<file path="src/rtl/wb_arbiter.sv">
// Writeback arbiter: merges the integer (ip), load/store (lsp) and mul/div (md)
// completion streams into one register-file write port plus a retire trace.
// ip has priority unless lsp or md has been starved for STARVE_LIMIT cycles;
// lsp and md share round-robin. Outputs are registered one cycle after transfer.
module wb_arbiter #(
  parameter int unsigned STARVE_LIMIT = 4
) (
  input  logic        clk,
  input  logic        rst,

  input  logic [4:0]  ip_wb_dst,
  input  logic [63:0] ip_wb_result,
  input  logic [63:0] ip_wb_pc,
  input  logic        ip_wb_wb_en,
  input  logic        ip_wb_valid,
  output logic        ip_wb_ready,

  input  logic [4:0]  lsp_wb_dst,
  input  logic [63:0] lsp_wb_result,
  input  logic [63:0] lsp_wb_pc,
  input  logic        lsp_wb_wb_en,
  input  logic        lsp_wb_valid,
  output logic        lsp_wb_ready,

  input  logic [4:0]  md_wb_dst,
  input  logic [63:0] md_wb_result,
  input  logic [63:0] md_wb_pc,
  input  logic        md_wb_wb_en,
  input  logic        md_wb_valid,
  output logic        md_wb_ready,

  output logic        rf_wen,
  output logic [4:0]  rf_waddr,
  output logic [63:0] rf_wdata,

  output logic        wb_trace_valid,
  output logic [63:0] wb_trace_pc,
  output logic [63:0] wb_retire_count
);

  // Counter must hold the value STARVE_LIMIT itself; keep at least one bit.
  localparam int unsigned CntW = (STARVE_LIMIT < 1) ? 1 : $clog2(STARVE_LIMIT + 1);
  localparam logic [CntW-1:0] Limit = CntW'(STARVE_LIMIT);

  logic [CntW-1:0] lsp_wait_q, lsp_wait_d;
  logic [CntW-1:0] md_wait_q, md_wait_d;
  logic            rr_lsp_q, rr_lsp_d;  // 1: lsp wins an lsp/md tie

  logic            ip_hold;
  logic            grant_ip, grant_lsp, grant_md, xfer;
  logic [4:0]      sel_dst;
  logic [63:0]     sel_result, sel_pc;
  logic            sel_wb_en;

  logic            rf_wen_q;
  logic [4:0]      rf_waddr_q;
  logic [63:0]     rf_wdata_q;
  logic            trace_valid_q;
  logic [63:0]     trace_pc_q;
  logic [63:0]     retire_q;

  // Grant decision: ip first unless a starved source forces a hold-off.
  always_comb begin
    ip_hold   = (lsp_wait_q == Limit) || (md_wait_q == Limit);
    grant_ip  = 1'b0;
    grant_lsp = 1'b0;
    grant_md  = 1'b0;
    if (!rst) begin
      if (ip_wb_valid && !ip_hold) begin
        grant_ip = 1'b1;
      end else if (lsp_wb_valid && (!md_wb_valid || rr_lsp_q)) begin
        grant_lsp = 1'b1;
      end else if (md_wb_valid) begin
        grant_md = 1'b1;
      end
    end
  end

  assign ip_wb_ready  = grant_ip;
  assign lsp_wb_ready = grant_lsp;
  assign md_wb_ready  = grant_md;
  assign xfer         = grant_ip | grant_lsp | grant_md;

  // Select the payload of the granted source.
  always_comb begin
    sel_dst    = ip_wb_dst;
    sel_result = ip_wb_result;
    sel_pc     = ip_wb_pc;
    sel_wb_en  = ip_wb_wb_en;
    if (grant_lsp) begin
      sel_dst    = lsp_wb_dst;
      sel_result = lsp_wb_result;
      sel_pc     = lsp_wb_pc;
      sel_wb_en  = lsp_wb_wb_en;
    end else if (grant_md) begin
      sel_dst    = md_wb_dst;
      sel_result = md_wb_result;
      sel_pc     = md_wb_pc;
      sel_wb_en  = md_wb_wb_en;
    end
  end

  // Starvation counters and round-robin pointer next state.
  always_comb begin
    if (!lsp_wb_valid || grant_lsp) begin
      lsp_wait_d = '0;
    end else if (lsp_wait_q != Limit) begin
      lsp_wait_d = lsp_wait_q + CntW'(1);
    end else begin
      lsp_wait_d = lsp_wait_q;
    end

    if (!md_wb_valid || grant_md) begin
      md_wait_d = '0;
    end else if (md_wait_q != Limit) begin
      md_wait_d = md_wait_q + CntW'(1);
    end else begin
      md_wait_d = md_wait_q;
    end

    rr_lsp_d = rr_lsp_q;
    if (grant_lsp) begin
      rr_lsp_d = 1'b0;
    end else if (grant_md) begin
      rr_lsp_d = 1'b1;
    end
  end

  // Arbitration state and registered writeback/trace outputs.
  always_ff @(posedge clk) begin
    if (rst) begin
      lsp_wait_q    <= '0;
      md_wait_q     <= '0;
      rr_lsp_q      <= 1'b1;
      rf_wen_q      <= 1'b0;
      rf_waddr_q    <= '0;
      rf_wdata_q    <= '0;
      trace_valid_q <= 1'b0;
      trace_pc_q    <= '0;
      retire_q      <= '0;
    end else begin
      lsp_wait_q    <= lsp_wait_d;
      md_wait_q     <= md_wait_d;
      rr_lsp_q      <= rr_lsp_d;
      rf_wen_q      <= xfer && sel_wb_en && (sel_dst != 5'd0);
      trace_valid_q <= xfer;
      if (xfer) begin
        rf_waddr_q <= sel_dst;
        rf_wdata_q <= sel_result;
        trace_pc_q <= sel_pc;
        retire_q   <= retire_q + 64'd1;
      end
    end
  end

  assign rf_wen          = rf_wen_q;
  assign rf_waddr        = rf_waddr_q;
  assign rf_wdata        = rf_wdata_q;
  assign wb_trace_valid  = trace_valid_q;
  assign wb_trace_pc     = trace_pc_q;
  assign wb_retire_count = retire_q;

endmodule

</file>
<file path="config.mk">
export PLATFORM = sky130hd
export DESIGN_NAME = wb_arbiter
export DESIGN_NICKNAME = d
export VERILOG_FILES = /design/src/rtl/wb_arbiter.sv
export SDC_FILE = /design/constraint.sdc
export NUM_CORES = 1
export LEC_CHECK = 0
export CAP_MARGIN = 20
export CORE_AREA = 3 3 233 235
export DETAILED_ROUTE_END_ITERATION = 12
export DIE_AREA = 0 0 236 238
export PLACE_DENSITY = 0.54
export RECOVER_POWER = 50
export SETUP_SLACK_MARGIN = 0.15
export SLEW_MARGIN = 5
export SYNTH_ARGS = -nofsm -noshare
export SYNTH_HDL_FRONTEND = slang
export SYNTH_SLANG_ARGS = --single-unit
</file>
<file path="constraint.sdc">
create_clock -name clk -period 2.91 [get_ports clk]
set_input_delay 0.4365 -clock clk [delete_from_list [all_inputs] [get_ports clk]]
set_output_delay 0.4365 -clock clk [all_outputs]
set_load 0.01 [all_outputs]
</file>
After elaboration in Yosys (flattened, before gate mapping). Index checks and enable logic that the tools add are counted.

Flip-flop bits (word level): 206. Input bits: 407. Output and inout port bits: 202. Logic and storage cells: 52.

$add $sub $neg: 3. Equal/unequal tests: 4. Multiplexer cells: 19. Bitwise gates (word level): 2. Reductions and logical operators: 15.

Operators with widths (count): 64-bit two-way mux (4); 64-bit by 1-bit adder with 64-bit output (second input constant) (1); 1-bit two-way mux (13); 5-bit two-way mux (2); 3-bit by 1-bit adder with 3-bit output (second input constant) (2); 3-bit == test (second input constant) (2); 3-bit != test (second input constant) (2); 5-bit nonzero test (1); 1-bit logical AND (4); 1-bit logical OR (4); 2-bit OR reduction (2); 1-bit logical NOT (3); 1-bit bitwise OR (2); 2-bit nonzero test (1).

Longest topological paths before layout. Gate-level depths: netlist (run 1).

Word-level depth: 10. Mapped depth: 13. Gate-level depth less buffers: 8.

Least setup slack after synthesis (run 1). No wires, ideal clock.

Kind: reg2reg. Start point: reg lsp_wait_q[0]. End point: reg rf_wen_q (netlist: rf_wen). Setup time: 0.122 ns. Data arrival time: 2.242 ns. Required time: 2.788 ns. Path slack: 0.546 ns. Stages on the path, launching flop included: 12. Buffers on the path: 3. Clock period less this slack: 2.364 ns. Cells stage by stage: dfxtp_1 > inv_1 > ha_1 > and2_4 > buf_6 > o311ai_4 > inv_2 > buf_6 > buf_6 > a221oi_1 > o22ai_1 > o311a_1.

Word-level cells in the longest chain between the ends: 10. Elaborated cells on any way between the ends: 19. Those cells by class: eq/ne: 1; mux: 10; bitwise: 2; reduce/logical: 6.

Ends and longest elaborated chain: start, declared (RTL line 45) `logic [CntW-1:0] lsp_wait_q, lsp_wait_d;`; start signal, assigned (RTL line 142) `lsp_wait_q <= lsp_wait_d;`; 3-bit == test (*) (RTL line 64) `ip_hold = (lsp_wait_q == Limit) || (md_wait_q == Limit);`; 1-bit logical OR (*) (RTL line 64); 1-bit logical NOT (*) (RTL line 69) `if (ip_wb_valid && !ip_hold) begin`; 1-bit logical AND (*) (RTL line 69); 1-bit two-way mux (RTL line 69); 1-bit two-way mux (RTL line 68) `if (!rst) begin`; 5-bit two-way mux, or another cell as far along (RTL line 95) `end else if (grant_md) begin`; 5-bit two-way mux, or another cell as far along (RTL line 90) `if (grant_lsp) begin`; 5-bit nonzero test / 1-bit logical AND (equally long branches) (RTL line 145) `rf_wen_q <= xfer && sel_wb_en && (sel_dst != 5'd0);`; 1-bit logical AND (*) (RTL line 145); end signal, assigned (RTL line 145); end, declared (RTL line 55) `logic rf_wen_q;`.

Mark *: on every way between the ends. The rest lies on a longest branch, timed or not. A chain may end at the register's enable or synchronous reset.

Final worst setup path (run 1).
Start point: reg lsp_wait_q[0]. End point: out lsp_wb_ready.

Word-level cells in the longest chain between the ends: 6.

Ends and longest elaborated chain: 3-bit == test (RTL line 64); 1-bit logical OR (RTL line 64); 1-bit logical NOT (RTL line 69); 1-bit logical AND (RTL line 69); 1-bit two-way mux (RTL line 69); 1-bit two-way mux (RTL line 68); end, declared (RTL line 23) `output logic lsp_wb_ready,`.

No other way between the ends.

==> results of run 1 <==
metal layers:
| metal | part of all wire, % | vias up | GRT usage, % |
|---|---|---|---|
| met5 | 0.36 | - | 0 |
| met3 | 8.9 | 101 | 6.17 |
| li1 | - | 5707 | - |
| met4 | 3.0 | 30 | 5.18 |
| met1 | 37 | 5506 | 20.7 |
| met2 | 50 | 509 | 33.2 |
registers in the layout (all words and copies together) (netlist names):
signal           cells
rf_wen               1
rf_waddr             5
wb_retire_count     64
wb_trace_pc         64
wb_trace_valid       1
rr_lsp_q             1
md_wait_q            3
rf_wdata            64
lsp_wait_q           3
Yosys cell counts, types with 2 or more instances:
master and n:
sky130_fd_sc_hd__a21oi_1 41, sky130_fd_sc_hd__a221oi_1 4, sky130_fd_sc_hd__a22o_1 130, sky130_fd_sc_hd__and2_1 3
sky130_fd_sc_hd__and3_1 7, sky130_fd_sc_hd__and4_1 2, sky130_fd_sc_hd__buf_1 2, sky130_fd_sc_hd__buf_2 17
sky130_fd_sc_hd__buf_4 10, sky130_fd_sc_hd__buf_6 5, sky130_fd_sc_hd__clkbuf_1 69, sky130_fd_sc_hd__dfxtp_1 206
sky130_fd_sc_hd__ha_1 5, sky130_fd_sc_hd__inv_1 20, sky130_fd_sc_hd__mux2_2 12, sky130_fd_sc_hd__mux2i_1 132
sky130_fd_sc_hd__nand2_1 163, sky130_fd_sc_hd__nand2b_1 2, sky130_fd_sc_hd__nand3_1 22, sky130_fd_sc_hd__nand4_1 30
sky130_fd_sc_hd__nor2_1 49, sky130_fd_sc_hd__nor2b_1 11, sky130_fd_sc_hd__nor3_1 6, sky130_fd_sc_hd__nor4_1 18
sky130_fd_sc_hd__nor4b_1 3, sky130_fd_sc_hd__o21ai_0 138, sky130_fd_sc_hd__o22ai_1 2, sky130_fd_sc_hd__o311ai_0 3
sky130_fd_sc_hd__o31ai_1 31, sky130_fd_sc_hd__o41ai_1 6, sky130_fd_sc_hd__or2_2 4, sky130_fd_sc_hd__or3_1 8
sky130_fd_sc_hd__or4_1 32, sky130_fd_sc_hd__or4_4 2, sky130_fd_sc_hd__xnor2_1 9, sky130_fd_sc_hd__xor2_1 2
worst max-delay path: cells and delay by family, from the launching register on:
kind / cells / cell delay [ns]
fa+ha+maj: 1 / 0.24
flops: 1 / 0.33
buf+inv: 3 / 0.44
compound gates: 1 / 0.42
simple gates: 1 / 0.22
placed cells by master, fill, tap and decap left out, types with 3 or more instances in the layout:
cell type,instances
sky130_fd_sc_hd__clkbuf_8,6
sky130_fd_sc_hd__or3_1,8
sky130_fd_sc_hd__and3_1,7
sky130_fd_sc_hd__dfxtp_1,206
sky130_fd_sc_hd__ha_1,5
sky130_fd_sc_hd__or2_2,4
sky130_fd_sc_hd__nor3_1,6
sky130_fd_sc_hd__a22o_1,130
sky130_fd_sc_hd__a21oi_1,41
sky130_fd_sc_hd__nand2_1,163
sky130_fd_sc_hd__clkbuf_1,13
sky130_fd_sc_hd__o31ai_1,31
sky130_fd_sc_hd__nand3_1,22
sky130_fd_sc_hd__diode_2,3
sky130_fd_sc_hd__mux2i_1,132
sky130_fd_sc_hd__nand4_1,30
sky130_fd_sc_hd__or4_1,32
sky130_fd_sc_hd__inv_1,20
sky130_fd_sc_hd__clkdlybuf4s50_1,414
sky130_fd_sc_hd__buf_4,25
sky130_fd_sc_hd__clkinv_2,3
sky130_fd_sc_hd__a221oi_1,4
sky130_fd_sc_hd__o21ai_0,138
sky130_fd_sc_hd__nor2b_1,11
sky130_fd_sc_hd__xnor2_1,9
sky130_fd_sc_hd__o41ai_1,6
sky130_fd_sc_hd__mux2_2,12
sky130_fd_sc_hd__nor4_1,18
sky130_fd_sc_hd__buf_12,15
sky130_fd_sc_hd__dlygate4sd3_1,190
sky130_fd_sc_hd__clkbuf_16,28
sky130_fd_sc_hd__nor4b_1,3
sky130_fd_sc_hd__nor2_1,47
metrics by stage:
| step | cell area [um2] | cells |
|---|---|---|
| floorplan | 10600 | 1221 |
| global placement | 17600 | 2453 |
| detailed placement | 17600 | 2453 |
| CTS | 18500 | 2504 |
| global route | 18500 | 2512 |
| finish | 18500 | 2512 |
how the worst max path moves through the flow:
stage,end,slack (ns),cells past startpoint
2_1_floorplan,rf_wen,0.55,11
3_3_place_gp,wb_trace_pc[2],-0.06,8
3_5_place_dp,wb_trace_pc[2],-0.03,8
4_1_cts,md_wb_ready,0.13,7
5_1_grt,lsp_wb_ready,0.16,6
6_report,lsp_wb_ready,0.26,6
timing repair:
| action | 4_1_cts | 5_1_grt |
|---|---|---|
| pin swaps | 3 | 4 |
| setup endpoints to repair | 3 | 20 |
| setup buffers | 1 | 5 |
| resized for setup | 9 | 3 |
where the power goes:
group | switching [W] | internal (W)
clock | 0.00134 | 0.00201
combinational | 0.000635 | 0.000942
sequential | 0.0000941 | 0.00298
total | 0.00207 | 0.00593
kinds of logic (layout without fill, tap and decap cells):
family,Yosys count,in the layout,share of synthesized area [%]
flops,206,206,38.9
mux,144,144,13.7
compound gates,361,361,23.3
other cells,0,3,0
fa+ha+maj,5,5,0.590
simple gates,369,369,17.2
buf+inv,125,725,5.33
xor+xnor,11,11,0.908
cell type report:
cell class                      instances  area, um2
Sequential cell                       206       4120
Inverter                               22       90.1
Fill cell                            5378      33900
Clock inverter                          7       76.3
Tap cell                              688        861
Antenna cell                            3       7.51
Timing Repair Buffer                  653       6590
Multi-Input combinational cell        890       5960
Clock buffer                           43        817
==> impl_summary.txt, run 1 <==
----------------------------------------------------
[Setup path]
  Kind of start point of the critical path ... flop
  Category of the critical setup timing path ... flop to output port
  Startpoint of the most critical register-to-register path ... md_wait_q[0]
  Required arrival time at the worst endpoint ... 2.47 ns
  Data arrival time of the critical path ... 2.21 ns
  Slowest cell on crit path ... sky130_fd_sc_hd__o311ai_4
  Slowest cell delay on critical path ... 0.42 ns
  Capture point of the worst reg-to-reg path ... wb_trace_pc[2]
  Cells on worst reg2reg path ... 10
  Max Fanout on Critical Path ... 9
  Cell-by-cell trace of the critical path ... inv_1 -> ha_1 -> and2_4 -> o311ai_4 -> inv_8 -> clkdlybuf4s15_1
  Endpoint class of the critical path ... output port
  Launch point of the worst path ... lsp_wait_q[0]
  Slack of the worst reg-to-reg path ... 0.30 ns

[Timing]
  Slew of the pin with the lowest slew margin ... 0.929 ns
  Crit share post-route ... 91.0%
  Highest clock rate ... 0.378 GHz
  Max Transition Viols Final ... 0
  Post-Route Setup TNS ... 0 ns
  Worst hold slack across all endpoints ... 0.227 ns
  Headroom to the max-slew limit ... 37.9%
  Unrepaired setup endpoints after global routing ... false
  Final Skew ... 0.0198 ns
  Final hold violations ... 0
  Worst path setup slack after routing ... 0.262 ns
  Post-layout minimum cycle time ... 2.65 ns
  Setup-violating endpoint count in the final report ... 0

[Drt]
  First-pass iteration count of the detailed router ... 5
  Number of vias per cell ... 4.72
  Via count ... 11900
  Number of design-rule violations left by the first detailed-router iteration ... 618
  Count of unresolved DRC violations after routing ... 0
  Number of antenna-violating nets in the routed design ... 0
  Average routed wire per standard cell ... 21.8 um
  Total detailed-routing wirelength ... 54800 um

[Job]
  # Max-Cap Violations ... 0

[Die]
  Die X ... 236 um
  Area of the core ... 52400 um2
  Starting density of the core ... 20.2%
  Top-level port count ... 609
  Core Rows ... 84
  Die area ... 56200 um2
  Die Ht ... 238 um

[Pwr]
  VDD IR max ... 386 uV
  Leakage power figure ... 7.75 nW
  Total power ... 0.00801 W
  Power Dens Cells ... 432 nW/um2

[Finish]
  Synth-to-Final Area Change ... 74.6%
  Util after Layout ... 35.3%
  Layout Nets ... 2213
  Share of layout cells above drive strength 1 ... 6.32%

[GRT]
  Number of global-route vias before repair ... 11800
  Largest net degree at the start of global routing ... 113
  GR Util All Layers ... 18.4%
  First-pass GRT wire length ... 78900 um
  Number of antenna violations at the first check in global routing ... 27
  Global-route congestion overflow total ... 0

[CTS]
  CTS Buf Count ... 28
  Buffer depth of the longest clock path ... 3
  Hold bufs inserted after CTS ... 0
  CTS tree ... done
  Skew-Pair Late Insertion Delay ... 0.56 ns
  Library cell used as clock root buffer ... sky130_fd_sc_hd__clkbuf_16
  CTS H-tree lvls ... 1
  Register clock-pin slew on the reported worst setup and hold paths ... 0.06 ns
  TritonCTS sink count ... 206

[Place]
  Routability Congestion ... 0.872
  Number of buffer cells added on primary ports ... 608
  Worst setup timing slack at the placement stage ... -0.0277 ns
  Placed wire-length estimate ... 44100 um

[Logic synthesis]
  Mean instance size in the synthesized netlist ... 8.69 um2
  Synth area leader ... sky130_fd_sc_hd__dfxtp_1
  Mapped Nets ... 1633
  Syn Std Cell Area ... 10600 um2
  Proportion of netlist area held by the largest area contributor ... 38.9%
  Post-synthesis cell count ... 1221
  Largest cells by area after synthesis ... sky130_fd_sc_hd__dfxtp_1, sky130_fd_sc_hd__mux2i_1, sky130_fd_sc_hd__a22o_1, sky130_fd_sc_hd__o21ai_0, sky130_fd_sc_hd__nand2_1
  Seq/Total Area, Yosys ... 38.9%
  Synth Warn # ... 0
  Fraction of registers with async set/reset ... 0%
  Number of synthesized register bits ... 206
  Number of flops mapped to enable cells by yosys ... 0
  Main synth FF type ... sky130_fd_sc_hd__dfxtp_1
  Distinct cell type count after synthesis ... 51

[Run status]
  Result of the run ... finished, final reports clean

[Min path]
  Destination of the worst hold path ... wb_retire_count[2]
  Min-delay src ... rst
  Kind of path behind the tightest hold check ... primary input to flop
  Count of cells along the worst hold path ... 2

----------------------------------------------------
No activity file was read; power rests on OpenSTA's default activity.
==> inputs of run 2 (changes only) <==
- CORE_AREA: 3 3 233 235 -> 2 2 239 241
- DIE_AREA: 0 0 236 238 -> 0 0 241 243
- PLACE_DENSITY: 0.54 -> 0.52
==> run 2 against run 1 <==
Effect of this change: critical path type unchanged; combinational power about the same; final area up 1.6%; largest cell class unchanged; cell count up 3.6%; non-clock buffer count up 13.
==> impl_summary.txt, run 2 (synthesized netlist as in run 1, its figures left out) <==
----------------------------------------------------
[GRT]
  Number of antenna violations at the first check in global routing ... 32
  Global-route congestion overflow total ... 0
  Largest net degree at the start of global routing ... 95
  Number of global-route vias before repair ... 11700
  First-pass GRT wire length ... 77400 um
  GR Util All Layers ... 17.8%

[Finish]
  Most frequent standard cell in the layout excluding fill and tap cells ... sky130_fd_sc_hd__clkdlybuf4s50_1
  Synth-to-Final Area Change ... 77.4%
  Util after Layout ... 33.6%
  Commonest cells after routing, fill and taps aside ... sky130_fd_sc_hd__clkdlybuf4s50_1, sky130_fd_sc_hd__dfxtp_1, sky130_fd_sc_hd__dlygate4sd3_1, sky130_fd_sc_hd__nand2_1, sky130_fd_sc_hd__o21ai_0
  Count of filler cells inserted in the layout ... 5832
  Share of layout cells above drive strength 1 ... 7.37%
  Layout Nets ... 2225

[Timing]
  Slew of the pin with the lowest slew margin ... 0.808 ns
  Highest clock rate ... 0.366 GHz
  Unrepaired setup endpoints after global routing ... true
  Final Skew ... 0.0177 ns
  Headroom to the max-slew limit ... 46.0%
  Setup-violating endpoint count in the final report ... 0
  Post-layout minimum cycle time ... 2.73 ns
  Max Transition Viols Final ... 0
  Final hold violations ... 0
  Crit share post-route ... 93.8%
  Post-Route Setup TNS ... 0 ns
  Worst path setup slack after routing ... 0.181 ns
  Worst hold slack across all endpoints ... 0.237 ns

[Run status]
  Result of the run ... finished, final reports clean

[Pwr]
  Total power ... 0.00842 W
  Power Dens Cells ... 448 nW/um2
  Leakage power figure ... 7.87 nW
  VDD IR max ... 368 uV

[Die]
  Starting density of the core ... 19.0%
  Die X ... 241 um
  Core Rows ... 87
  Die Ht ... 243 um
  Area of the core ... 56000 um2
  Die area ... 58600 um2
  Top-level port count ... 609

[Place]
  Worst setup timing slack at the placement stage ... -0.115 ns
  Placed wire-length estimate ... 44000 um
  Routability Congestion ... 0.862
  Number of buffer cells added on primary ports ... 608

[Drt]
  Count of unresolved DRC violations after routing ... 0
  First-pass iteration count of the detailed router ... 5
  Number of vias per cell ... 4.55
  Via count ... 11900
  Number of antenna-violating nets in the routed design ... 0
  Number of design-rule violations left by the first detailed-router iteration ... 622
  Average routed wire per standard cell ... 21.2 um
  Total detailed-routing wirelength ... 55200 um

[CTS]
  Register clock-pin slew on the reported worst setup and hold paths ... 0.06 ns
  Library cell used as clock root buffer ... sky130_fd_sc_hd__clkbuf_16
  Skew-Pair Late Insertion Delay ... 0.55 ns
  CTS H-tree lvls ... 1
  CTS Buf Count ... 27
  CTS tree ... done
  Buffer depth of the longest clock path ... 3
  TritonCTS sink count ... 206

[Setup path]
  Kind of start point of the critical path ... flop
  Category of the critical setup timing path ... flop to output port
  Endpoint class of the critical path ... output port
  Max Fanout on Critical Path ... 8
  Slack of the worst reg-to-reg path ... 0.20 ns
  Data arrival time of the critical path ... 2.29 ns
  Required arrival time at the worst endpoint ... 2.47 ns

[Min path]
  Kind of path behind the tightest hold check ... primary input to flop

[Job]
  # Max-Cap Violations ... 0

----------------------------------------------------
## run 2: path summary, 6_finish.rpt
path / startpoint / endpoint / cells after the start
worst max-delay path: md_wait_q[0] / ip_wb_ready / 6
worst min-delay path: rst / wb_retire_count[0] / 2
worst max register to register: md_wait_q[0] / wb_retire_count[21] / 7
worst min register to register: rf_waddr[2] / rf_waddr[2] / 2
## run 2: repair_timing
| item | 4_1_cts | 5_1_grt |
|---|---|---|
| pin swaps | 3 | 5 |
| setup buffers | 1 | 3 |
| endpoints found under the setup margin | 27 | 30 |
| hold buffers | 0 | 0 |
| resized for setup | 9 | 3 |
| cloned | 0 | 1 |
## run 2: cell type report
type | instances | area [um2] | area share, %
antenna | 15 | 37.5 | 0.200
clock buffer | 33 | 728 | 3.87
clock inverter | 15 | 262 | 1.39
inverter | 22 | 90.1 | 0.479
multi-input combinational | 890 | 5970 | 31.7
sequential | 206 | 4120 | 21.9
tap | 756 | 946 | 5.03
timing repair buffer | 666 | 6660 | 35.4
## run 2: routing by layer
| metal | part of all wire (%) | global-route usage, % | vias up |
|---|---|---|---|
| met5 | 0.24 | 0 | - |
| met4 | 3.6 | 7.21 | 20 |
| met3 | 8.5 | 6.37 | 92 |
| met2 | 50 | 31.1 | 446 |
| met1 | 38 | 19.5 | 5547 |
| li1 | - | - | 5748 |
## run 2: power breakdown
group	internal, W	leakage, nW	switching (W)
logic	0.000948	5.70	0.000634
registers	0.00298	1.69	0.0000874
clock network	0.00239	0.477	0.00138
## run 2: through the flow
stage | instances | area (um2)
finish | 2603 | 18800
global route | 2595 | 18800
CTS | 2584 | 18700
detailed placement | 2535 | 17700
global placement | 2535 | 17700
floorplan | 1221 | 10600
## run 2: worst max-delay path: stages (launching register included)
cell                              delay [ns]
sky130_fd_sc_hd__dfxtp_1                0.34
sky130_fd_sc_hd__inv_1                  0.07
sky130_fd_sc_hd__ha_1                   0.23
sky130_fd_sc_hd__a22oi_2                0.31
sky130_fd_sc_hd__nand2_4                0.13
sky130_fd_sc_hd__nor2_1                 0.12
sky130_fd_sc_hd__clkdlybuf4s50_1        0.55
==> inputs of run 3 (changes only) <==
- MAX_ROUTING_LAYER: unset -> met4
==> run 3 against run 2 <==
Effect of this change: hold slack worse by 0.00062 ns; register-to-register slack hardly changed; clock-buffer cell count is the same; via count shrank 0.32%; sequential share of layout area barely moved; clock skew down 0.0015 ns; non-clock buffer count did not move; sequential cell count did not move; final area increased by 0.15%; worst setup slack lost 0.0010 ns; routed wire length about the same; critical endpoint unchanged; highest routed layer is now met4.
==> impl_summary.txt, run 3 (synthesized netlist as in run 1, its figures left out) <==
----------------------------------------------------
[Place]
  Count of placed standard cells including taps ... 2535
  Placed wire-length estimate ... 44000 um
  Routability Congestion ... 0.876
  Number of buffer cells added on primary ports ... 608
  Worst setup timing slack at the placement stage ... -0.115 ns
  Standard cell area after detailed placement ... 17700 um2

[Timing]
  Headroom to the max-slew limit ... 47.4%
  Final hold violations ... 0
  Post-layout minimum cycle time ... 2.73 ns
  Highest clock rate ... 0.366 GHz
  Final Skew ... 0.0162 ns
  Worst path setup slack after routing ... 0.180 ns
  Worst hold slack across all endpoints ... 0.237 ns
  Max Transition Viols Final ... 0
  Crit share post-route ... 93.8%
  Unrepaired setup endpoints after global routing ... true
  Setup-violating endpoint count in the final report ... 0
  Slew of the pin with the lowest slew margin ... 0.788 ns

[Drt]
  Number of vias per cell ... 4.52
  Average routed wire per standard cell ... 21.1 um
  Total detailed-routing wirelength ... 55300 um
  Number of antenna-violating nets in the routed design ... 0
  Via count ... 11800
  Count of unresolved DRC violations after routing ... 0
  First-pass iteration count of the detailed router ... 5
  Number of design-rule violations left by the first detailed-router iteration ... 632

[Die]
  Starting density of the core ... 19.0%
  Die X ... 241 um
  Top-level port count ... 609
  Die Ht ... 243 um
  Core Rows ... 87
  Area of the core ... 56000 um2
  Die area ... 58600 um2

[CTS]
  TritonCTS sink count ... 206
  Register clock-pin slew on the reported worst setup and hold paths ... 0.06 ns
  Library cell used as clock root buffer ... sky130_fd_sc_hd__clkbuf_16
  Buffer depth of the longest clock path ... 3
  CTS H-tree lvls ... 1
  CTS tree ... done
  Skew-Pair Late Insertion Delay ... 0.55 ns
  CTS Buf Count ... 27

[Setup path]
  Endpoint class of the critical path ... output port
  Buf+Inv Stages, Crit Path ... 2
  Cell class contributing the biggest share of worst-path delay ... buffers and inverters
  Max Fanout on Critical Path ... 8
  Kind of start point of the critical path ... flop
  Category of the critical setup timing path ... flop to output port
  Slowest cell on crit path ... sky130_fd_sc_hd__clkdlybuf4s50_1
  Required arrival time at the worst endpoint ... 2.47 ns
  Slowest cell delay on critical path ... 0.55 ns
  Data arrival time of the critical path ... 2.29 ns
  Cell-by-cell trace of the critical path ... inv_1 -> ha_1 -> a22oi_2 -> nand2_4 -> nor2_1 -> clkdlybuf4s50_1

[GRT]
  Met2 capacity usage during global routing ... 31.1%
  Met1 Use GR ... 19.8%
  Number of antenna violations at the first check in global routing ... 33
  First-pass GRT wire length ... 77300 um
  Global-route congestion overflow total ... 0
  Most Crowded Layer GR ... met2
  Met3 track demand over resource in global routing ... 5.86%
  Largest net degree at the start of global routing ... 95
  Number of global-route vias before repair ... 11700
  GR Util All Layers ... 18.4%

[Finish]
  Layout Nets ... 2225
  Filler-free cell count of the finished design ... 2614
  Commonest cells after routing, fill and taps aside ... sky130_fd_sc_hd__clkdlybuf4s50_1, sky130_fd_sc_hd__dfxtp_1, sky130_fd_sc_hd__dlygate4sd3_1, sky130_fd_sc_hd__nand2_1, sky130_fd_sc_hd__o21ai_0
  Share of layout cells above drive strength 1 ... 7.37%
  Design area ... 18800 um2
  Util after Layout ... 33.7%
  Most frequent standard cell in the layout excluding fill and tap cells ... sky130_fd_sc_hd__clkdlybuf4s50_1
  Synth-to-Final Area Change ... 77.6%

[Pwr]
  VDD IR max ... 370 uV
  Power Dens Cells ... 447 nW/um2
  Leakage power figure ... 7.87 nW

[Min path]
  Kind of path behind the tightest hold check ... primary input to flop

[Job]
  # Max-Cap Violations ... 0

[Run status]
  Result of the run ... finished, final reports clean

----------------------------------------------------
## run 3: through the flow
stage                     total power (W)  setup TNS (ns)
after global placement            0.00477           -4.08
after detailed placement          0.00479           -2.61
after CTS                         0.00862               0
after global routing              0.00876               0
final                             0.00843               0
after floorplan                   0.00366               0
## run 3: final cells by class
class | instances | area, um2
clock inverters | 15 | 262
diodes | 26 | 65.1
fillers | 5831 | 37100
inverters | 22 | 90.1
clock buffers | 33 | 728
repair buffers | 666 | 6660
multi-input cells | 890 | 5970
flip-flops and latches | 206 | 4120
well taps | 756 | 946
## run 3: repair_timing
| action | CTS | global route |
|---|---|---|
| cloned | 0 | 1 |
| resized for setup | 9 | 3 |
| hold buffers | 0 | 0 |
| setup buffers | 1 | 3 |
| pin swaps | 3 | 5 |
| endpoints found under the setup margin | 27 | 30 |
## run 3: per-layer routing
layer	wire, um	part of all wire, %	up-vias
met4	2100	3.8	0
li1	-	-	5759
met2	27400	50	426
met1	21300	38	5557
met5	0	0	-
met3	4460	8.1	73
## run 3: path summary, 6_finish.rpt
kind | start | to | slack [ns] | cells past startpoint
worst min-delay path | rst | wb_retire_count[0] | 0.24 | 2
worst max-delay path | md_wait_q[0] | ip_wb_ready | 0.18 | 6
worst max register to register | md_wait_q[0] | wb_retire_count[21] | 0.20 | 7
worst min register to register | rf_waddr[2] | rf_waddr[2] | 0.45 | 2
## run 3: power by group
group / switching, W / internal, W / total, W
clock: 0.00138 / 0.00239 / 0.00377
sequential: 0.0000870 / 0.00298 / 0.00307
combinational: 0.000635 / 0.000949 / 0.00158
total: 0.00210 / 0.00632 / 0.00843
